[config.mk]
export PLATFORM = sky130hd
export DESIGN_NAME = mura_seq_ctrl_flat
export DESIGN_NICKNAME = d
export VERILOG_FILES = /design/src/rtl/mura_seq_pkg.sv /design/src/rtl/mura_seq_ctrl_if.sv /design/src/rtl/mura_step_timer.sv /design/src/rtl/mura_seq_ctrl.sv /design/src/flat_wrapper.sv
export SDC_FILE = /design/constraint.sdc
export NUM_CORES = 1
export LEC_CHECK = 0
export ABC_AREA = 1
export BUFFER_PORTS_ARGS = -buffer_cell sky130_fd_sc_hd__clkbuf_2
export CAP_MARGIN = 30
export CORE_MARGIN = 4
export CORE_UTILIZATION = 55
export CTS_BUF_LIST = sky130_fd_sc_hd__clkbuf_2 sky130_fd_sc_hd__clkbuf_4 sky130_fd_sc_hd__clkbuf_8
export CTS_CLUSTER_DIAMETER = 30
export CTS_CLUSTER_SIZE = 40
export DETAILED_ROUTE_END_ITERATION = 6
export GPL_ROUTABILITY_DRIVEN = 0
export PLACE_DENSITY = 0.81
export SLEW_MARGIN = 25
export SYNTH_ARGS = -nofsm -noshare
export SYNTH_HDL_FRONTEND = slang
export SYNTH_SLANG_ARGS = --single-unit
[constraint.sdc]
create_clock -name clk -period 1.6 [get_ports clk]
set_clock_uncertainty 0.1 [all_clocks]
set_input_delay 0.32 -clock clk [delete_from_list [all_inputs] [get_ports clk]]
set_output_delay 0.32 -clock clk [all_outputs]
set_load 0.03 [all_outputs]
[src/rtl/mura_seq_pkg.sv]
// Shared types and default sizes for the mura_seq_ctrl word-to-bit sequencer.
package mura_seq_pkg;

  localparam int unsigned W_DEFAULT     = 8;
  localparam int unsigned DIV_W_DEFAULT = 4;

  typedef enum logic [2:0] {
    IDLE,
    CLR,
    WAIT,
    STEP,
    CAPT,
    DONE
  } state_t;

endpackage

[src/rtl/mura_seq_ctrl_if.sv]
// Word-level valid/ready channels between host logic (master) and the sequencer (slave).
interface mura_seq_ctrl_if
  import mura_seq_pkg::*;
#(
  parameter int unsigned W = W_DEFAULT
);

  logic         in_valid;
  logic         in_ready;
  logic [W-1:0] in_data;
  logic         out_valid;
  logic         out_ready;
  logic [W-1:0] out_data;

  modport master (
    output in_valid, in_data, out_ready,
    input  in_ready, out_valid, out_data
  );

  modport slave (
    input  in_valid, in_data, out_ready,
    output in_ready, out_valid, out_data
  );

endinterface

[src/rtl/mura_step_timer.sv]
// Loadable down-counter used to space automaton steps; done marks the last idle cycle.
module mura_step_timer
  import mura_seq_pkg::*;
#(
  parameter int unsigned DIV_W = DIV_W_DEFAULT
) (
  input  logic             clk,
  input  logic             rst,
  input  logic             load,
  input  logic [DIV_W-1:0] val,
  output logic             done
);

  logic [DIV_W-1:0] cnt;

  always_ff @(posedge clk) begin
    if (rst) begin
      cnt <= '0;
    end else if (load) begin
      cnt <= val;
    end else if (cnt != '0) begin
      cnt <= cnt - DIV_W'(1);
    end
  end

  assign done = (cnt == '0) || (cnt == DIV_W'(1));

endmodule

[src/rtl/mura_seq_ctrl.sv]
// Feeds a W-bit word LSB-first into the mod-3 automaton and returns its W y samples.
// Define MURA_SEQ_DIV_EN to add step_div idle cycles (WAIT state) before every step.
module mura_seq_ctrl
  import mura_seq_pkg::*;
#(
  parameter int unsigned W     = W_DEFAULT,
  parameter int unsigned DIV_W = DIV_W_DEFAULT
) (
  input  logic             clk,
  input  logic             rst,
  mura_seq_ctrl_if.slave   bus,
  output logic             fsm_rst_n,
  output logic             fsm_en,
  output logic             fsm_a,
  input  logic             fsm_y
`ifdef MURA_SEQ_DIV_EN
  ,
  input  logic [DIV_W-1:0] step_div
`endif
);

  localparam int unsigned IDX_W = (W > 1) ? $clog2(W) : 1;

  if (W < 2 || DIV_W < 1) begin : g_bad_param
    $error("mura_seq_ctrl: W must be >= 2 and DIV_W >= 1");
  end

  state_t           state, state_nxt;
  logic             live_q;
  logic [W-1:0]     data_q;
  logic [W-1:0]     res_q;
  logic [IDX_W-1:0] idx_q;
  logic             accept;
  logic             last_step;
  logic             wait_needed;

  assign accept    = bus.in_valid & bus.in_ready;
  assign last_step = (idx_q == IDX_W'(W - 1));

`ifdef MURA_SEQ_DIV_EN
  logic [DIV_W-1:0] div_q;
  logic             timer_load;
  logic             timer_done;

  assign wait_needed = (div_q != '0);
  assign timer_load  = (state_nxt == WAIT) && (state != WAIT);

  mura_step_timer #(.DIV_W(DIV_W)) u_timer (
    .clk  (clk),
    .rst  (rst),
    .load (timer_load),
    .val  (div_q),
    .done (timer_done)
  );
`else
  assign wait_needed = 1'b0;
`endif

  // live_q keeps the decoded outputs at their reset values for the whole reset cycle.
  always_ff @(posedge clk) begin
    if (rst) begin
      state  <= IDLE;
      live_q <= 1'b0;
    end else begin
      state  <= state_nxt;
      live_q <= 1'b1;
    end
  end

  always_comb begin
    // NOTE: default first so every path assigns state_nxt and no latch is inferred.
    state_nxt = state;
    case (state)
      IDLE: if (accept) state_nxt = CLR;
      CLR:  state_nxt = wait_needed ? WAIT : STEP;
`ifdef MURA_SEQ_DIV_EN
      WAIT: if (timer_done) state_nxt = STEP;
`endif
      STEP: state_nxt = CAPT;
      CAPT: state_nxt = last_step ? DONE : (wait_needed ? WAIT : STEP);
      DONE: if (bus.out_ready) state_nxt = IDLE;
      default: state_nxt = IDLE;
    endcase
  end

  // NOTE: non-blocking assignments so every register samples pre-edge values.
  always_ff @(posedge clk) begin
    if (rst) begin
      data_q <= '0;
      res_q  <= '0;
      idx_q  <= '0;
`ifdef MURA_SEQ_DIV_EN
      div_q  <= '0;
`endif
    end else begin
      case (state)
        IDLE: if (accept) begin
          data_q <= bus.in_data;
          res_q  <= '0;
`ifdef MURA_SEQ_DIV_EN
          div_q  <= step_div;
`endif
        end
        CLR:  idx_q <= '0;
        CAPT: begin
          res_q[idx_q] <= fsm_y;
          if (!last_step) idx_q <= idx_q + IDX_W'(1);
        end
        default: ;
      endcase
    end
  end

  assign bus.in_ready  = live_q && (state == IDLE);
  assign bus.out_valid = (state == DONE);
  assign bus.out_data  = (state == DONE) ? res_q : '0;
  assign fsm_rst_n     = live_q && (state != CLR);
  assign fsm_en        = (state == STEP);
  assign fsm_a         = fsm_en & data_q[idx_q];

endmodule

[src/flat_wrapper.sv]
// flat-port wrapper written by rule: the top's interface ports become plain ports
module mura_seq_ctrl_flat import mura_seq_pkg::*;
#(
  parameter int unsigned W     = W_DEFAULT,
  parameter int unsigned DIV_W = DIV_W_DEFAULT
)
  (clk, rst, fsm_rst_n, fsm_en, fsm_a, fsm_y, bus_in_valid, bus_in_data, bus_out_ready, bus_in_ready, bus_out_valid, bus_out_data);
  mura_seq_ctrl_if #(.W(W)) bus_i ();
  input  logic clk;
  input  logic rst;
  output logic fsm_rst_n;
  output logic fsm_en;
  output logic fsm_a;
  input  logic fsm_y;
  input wire logic [$bits(bus_i.in_valid)-1:0] bus_in_valid;
  input wire logic [$bits(bus_i.in_data)-1:0] bus_in_data;
  input wire logic [$bits(bus_i.out_ready)-1:0] bus_out_ready;
  output wire logic [$bits(bus_i.in_ready)-1:0] bus_in_ready;
  output wire logic [$bits(bus_i.out_valid)-1:0] bus_out_valid;
  output wire logic [$bits(bus_i.out_data)-1:0] bus_out_data;
  assign bus_i.in_valid = bus_in_valid;
  assign bus_i.in_data = bus_in_data;
  assign bus_i.out_ready = bus_out_ready;
  assign bus_in_ready = bus_i.in_ready;
  assign bus_out_valid = bus_i.out_valid;
  assign bus_out_data = bus_i.out_data;
  mura_seq_ctrl #(.W(W), .DIV_W(DIV_W)) u_core (.clk(clk), .rst(rst), .bus(bus_i), .fsm_rst_n(fsm_rst_n), .fsm_en(fsm_en), .fsm_a(fsm_a), .fsm_y(fsm_y));
endmodule
==> run_summary.xml <==
<?xml version="1.0" encoding="UTF-8"?>
<metrics>
  <group name="synthesis">
    <metric name="post_synth_instance_area" unit="sq um">1200</metric>
    <metric name="postSynthCellCount" unit="">180</metric>
    <metric name="postSynthNetCount" unit="">195</metric>
    <metric name="synth-compound-area-share" unit="%">13.5</metric>
    <metric name="yosysTopAreaCellShare" unit="%">38.4</metric>
    <metric name="synthMuxAreaShare" unit="%">0</metric>
    <metric name="synth.avg_cell_area" unit="sq um">6.66</metric>
    <metric name="synth_adder_area_share" unit="%">2.09</metric>
    <metric name="ys_types" unit="">22</metric>
    <metric name="xor_and_xnor_fraction_of_the_mapped_netlist_area" unit="%">0</metric>
    <metric name="basic_gate_share_of_the_synthesized_area_counting_and_or_nand_and_nor_cells" unit="%">34.1</metric>
    <metric name="synth-seq-area-share" unit="%">38.4</metric>
    <metric name="total_of_flip_flops_plus_latches_after_synthesis" unit="">23</metric>
    <metric name="synth_top_family_by_area" unit="">simple AND/OR/NAND/NOR gates</metric>
    <metric name="netlist_top_cells_area" unit="">sky130_fd_sc_hd__dfxtp_1 (38%), sky130_fd_sc_hd__nand2_1 (16%), sky130_fd_sc_hd__a21oi_1 (8.4%)</metric>
    <metric name="post-synth-top-area-cell" unit="">sky130_fd_sc_hd__dfxtp_1</metric>
    <metric name="yosysWarnings" unit="">0</metric>
  </group>
  <group name="cells_and_area">
    <metric name="area.growth.synth_to_final" unit="%">56.1</metric>
    <metric name="post-route-util" unit="%">92.5</metric>
    <metric name="multi_input_area" unit="sq um">753</metric>
    <metric name="nNetsFinal" unit="">243</metric>
    <metric name="register_area" unit="sq um">477</metric>
    <metric name="highest_count_cells_in_the_layout_ignoring_fill_and_taps" unit="">sky130_fd_sc_hd__nand2_1 (46), sky130_fd_sc_hd__dfxtp_1 (18), sky130_fd_sc_hd__a21oi_1 (17)</metric>
    <metric name="fraction_of_final_layout_cells_sized_beyond_drive_strength_1" unit="%">42.7</metric>
    <metric name="number_of_diodes_added_for_antenna_fixing" unit="">0</metric>
    <metric name="final_common_cell" unit="">sky130_fd_sc_hd__nand2_1</metric>
    <metric name="non_filler_cells_in_the_finished_layout" unit="">254</metric>
    <metric name="fill_cells" unit="">82</metric>
  </group>
  <group name="cts">
    <metric name="cts_root_buf" unit="">sky130_fd_sc_hd__clkbuf_4</metric>
    <metric name="cts_htree_levels" unit="">1</metric>
    <metric name="cts_inserted_buffers" unit="">3</metric>
    <metric name="cts_buffer_depth" unit="">2</metric>
    <metric name="cts_tree" unit="">yes</metric>
    <metric name="cts.sinks" unit="">23</metric>
    <metric name="cts.reportedPaths.clkPinSlew" unit="ns">0.14</metric>
    <metric name="cts_hold_buf" unit="">0</metric>
    <metric name="worstSkewPairLatency" unit="ns">0.32</metric>
  </group>
  <group name="placed_design">
    <metric name="numPlacedInstances" unit="">234</metric>
    <metric name="place.detailed.hpwl" unit="mm">2.09</metric>
    <metric name="buffer_ports.inserted" unit="">25</metric>
    <metric name="dpl_ws" unit="ns">0.00916</metric>
  </group>
  <group name="detailed_routing">
    <metric name="via_count" unit="">1558</metric>
    <metric name="drt_pre_antenna_iters" unit="">6</metric>
    <metric name="detailedRoute.firstIterationViolations" unit="">107</metric>
    <metric name="final_routed_wire_length_divided_by_cell_count" unit="um">19.7</metric>
    <metric name="route.antenna.remaining_nets" unit="">0</metric>
    <metric name="vias_per_cell" unit="">6.13</metric>
    <metric name="detail_route.wirelength" unit="mm">5.01</metric>
    <metric name="drc" unit="">0</metric>
  </group>
  <group name="global_route">
    <metric name="grt_use_total" unit="%">26.6</metric>
    <metric name="remaining_overflow_grt" unit="">0</metric>
    <metric name="grt_first_pass_wirelength" unit="mm">5.64</metric>
    <metric name="number_of_global_route_vias_before_repair" unit="">1259</metric>
    <metric name="grt_antenna_before_repair" unit="">0</metric>
    <metric name="pin_count_of_the_biggest_net_entering_global_routing" unit="">15</metric>
  </group>
  <group name="sta">
    <metric name="drv_slew" unit="">0</metric>
    <metric name="rsz0062_at_grt" unit="">yes</metric>
    <metric name="period_minus_ws_final" unit="ns">1.94</metric>
    <metric name="final_clock_period_utilization_by_the_worst_path" unit="%">121</metric>
    <metric name="fmax" unit="GHz">0.516</metric>
    <metric name="fin_tns_setup" unit="ns">-3.32</metric>
    <metric name="fin_worst_setup_slack" unit="ns">-0.338</metric>
    <metric name="worst-slew-pin-transition" unit="ns">0.305</metric>
    <metric name="finalSetupViolCount" unit="">18</metric>
    <metric name="finalHoldViolations" unit="">0</metric>
    <metric name="slew-limit-headroom" unit="%">79.6</metric>
  </group>
  <group name="power">
    <metric name="power_frac_clock" unit="%">24.8</metric>
    <metric name="seqPwrFrac" unit="%">51.1</metric>
    <metric name="p_switching" unit="W">0.000384</metric>
    <metric name="p_leak" unit="nW">0.736</metric>
    <metric name="powerDensity" unit="nW/um^2">648</metric>
    <metric name="internal_power" unit="W">0.000828</metric>
    <metric name="vdd.ir_drop.worst" unit="uV">706</metric>
    <metric name="comb_power_share" unit="%">24.0</metric>
    <metric name="swShare" unit="%">31.7</metric>
  </group>
  <group name="die">
    <metric name="chipWidth" unit="um">54.7</metric>
    <metric name="die_area" unit="sq um">2990</metric>
    <metric name="design.portCount" unit="">26</metric>
    <metric name="core_region_area" unit="sq um">2020</metric>
    <metric name="floorplan.rows" unit="">16</metric>
    <metric name="starting_utilization_of_the_core_area" unit="%">59.3</metric>
    <metric name="die_h" unit="um">54.7</metric>
  </group>
  <group name="setup_path">
    <metric name="critPathMaxFanout" unit="">4</metric>
    <metric name="critPathKind" unit="">flop to primary output</metric>
    <metric name="worst_setup_path_end_kind" unit="">primary output</metric>
    <metric name="cp-start-kind" unit="">flop</metric>
    <metric name="worst_ep_required_time" unit="ns">1.18</metric>
    <metric name="crit_arrival" unit="ns">1.52</metric>
  </group>
  <group name="status">
    <metric name="failed_checks" unit="">setup timing</metric>
    <metric name="run_status" unit="">complete, but fails checks</metric>
  </group>
  <group name="run">
    <metric name="maxCapViolCount" unit="">0</metric>
  </group>
  <group name="worst_hold_path">
    <metric name="hold_path_class" unit="">input port to flop</metric>
  </group>
</metrics>
-- worst max-delay path: stages, from the launching register on --
cell and delay [ns]:
sky130_fd_sc_hd__dfxtp_4 0.39, sky130_fd_sc_hd__buf_6 0.12, sky130_fd_sc_hd__nand2_4 0.05, sky130_fd_sc_hd__o21ai_2 0.06
sky130_fd_sc_hd__nand2_1 0.10, sky130_fd_sc_hd__nand2_1 0.11, sky130_fd_sc_hd__nand2_2 0.08, sky130_fd_sc_hd__a21oi_4 0.16
sky130_fd_sc_hd__buf_8 0.13
-- metrics by stage --
stage	hold WS (ns)	power, W	cell area (sq um)
2_1_floorplan	0.324	0.000748	1280
3_3_place_gp	0.346	0.000794	1470
3_5_place_dp	0.346	0.000801	1470
4_1_cts	0.121	0.00112	1720
5_1_grt	0.124	0.00125	1870
6_report	0.113	0.00121	1870
-- cells by family after synthesis --
group                    Yosys count
AND/OR/NAND/NOR                   89
buffers and inverters             35
AO/OA/AOI/OAI                     31
flip-flops                        23
adder cells (fa/ha/maj)            2
-- path summary, 6_finish.rpt --
path,from,endpoint,slack (ns),depth (start not counted)
max,u_core.idx_q[0]$_SDFFE_PP0P_,fsm_a,-0.34,8
min,bus_in_data[1],u_core.data_q[1]$_SDFFE_PP0P_,0.11,3
max reg2reg,u_core.idx_q[0]$_SDFFE_PP0P_,u_core.idx_q[1]$_SDFFE_PP0P_,-0.16,7
min reg2reg,u_core.res_q[3]$_SDFFE_PP0P_,u_core.res_q[3]$_SDFFE_PP0P_,0.38,2
-- power by group through the flow --
stage                     clock network, W  logic [W]  registers [W]
after CTS                         0.000285   0.000222       0.000610
after global placement                   0   0.000169       0.000626
after floorplan                          0   0.000122       0.000626
final                             0.000301   0.000291       0.000620
after detailed placement                 0   0.000174       0.000627
after global routing              0.000317   0.000316       0.000622
-- cells in the mapped netlist --
library cell / instances
sky130_fd_sc_hd__nor3_2: 1
sky130_fd_sc_hd__nand2_1: 51
sky130_fd_sc_hd__ha_1: 2
sky130_fd_sc_hd__buf_2: 3
sky130_fd_sc_hd__and3_1: 2
sky130_fd_sc_hd__inv_2: 1
sky130_fd_sc_hd__o21ai_2: 1
sky130_fd_sc_hd__inv_1: 23
sky130_fd_sc_hd__dfxtp_1: 23
sky130_fd_sc_hd__buf_6: 1
sky130_fd_sc_hd__a31oi_1: 2
sky130_fd_sc_hd__o21ai_1: 2
sky130_fd_sc_hd__clkinv_1: 3
sky130_fd_sc_hd__nand4_2: 1
sky130_fd_sc_hd__nor2_4: 2
sky130_fd_sc_hd__a21oi_1: 20
sky130_fd_sc_hd__clkbuf_1: 4
sky130_fd_sc_hd__nand2_2: 1
sky130_fd_sc_hd__nor2_1: 9
sky130_fd_sc_hd__nand3_1: 14
sky130_fd_sc_hd__nand4_1: 8
sky130_fd_sc_hd__o21ai_0: 6
-- final cells by class --
cell class              instances  share of cell area (%)
multi-input cells             122                    40.3
well taps                      27                    1.81
clock buffers                   4                    1.61
inverters                      27                    6.15
repair buffers                 50                    24.4
flip-flops and latches         23                    25.5
repair inverters                1                   0.268
-- state kept, by name, summed over array words and instances, names as in the netlist --
register and cells:
u_core.state 3, u_core.data_q 8, u_core.idx_q 3, u_core.live_q 1, u_core.res_q 8
-- per-layer routing --
metal	vias to the layer above	track usage, %	routed length [um]
met4	0	12.0	235
met2	133	49.2	2440
met1	719	29.1	1760
li1	678	-	-
met3	28	4.36	575
met5	-	0	0
-- what timing repair did --
item	4_1_cts	5_1_grt
buffers inserted	8	7
pin swaps	4	10
hold endpoints to repair	0	0
gates cloned	0	2
endpoints found under the setup margin	15	27
gates resized for setup	45	38
No activity file was read; power rests on OpenSTA's default activity.
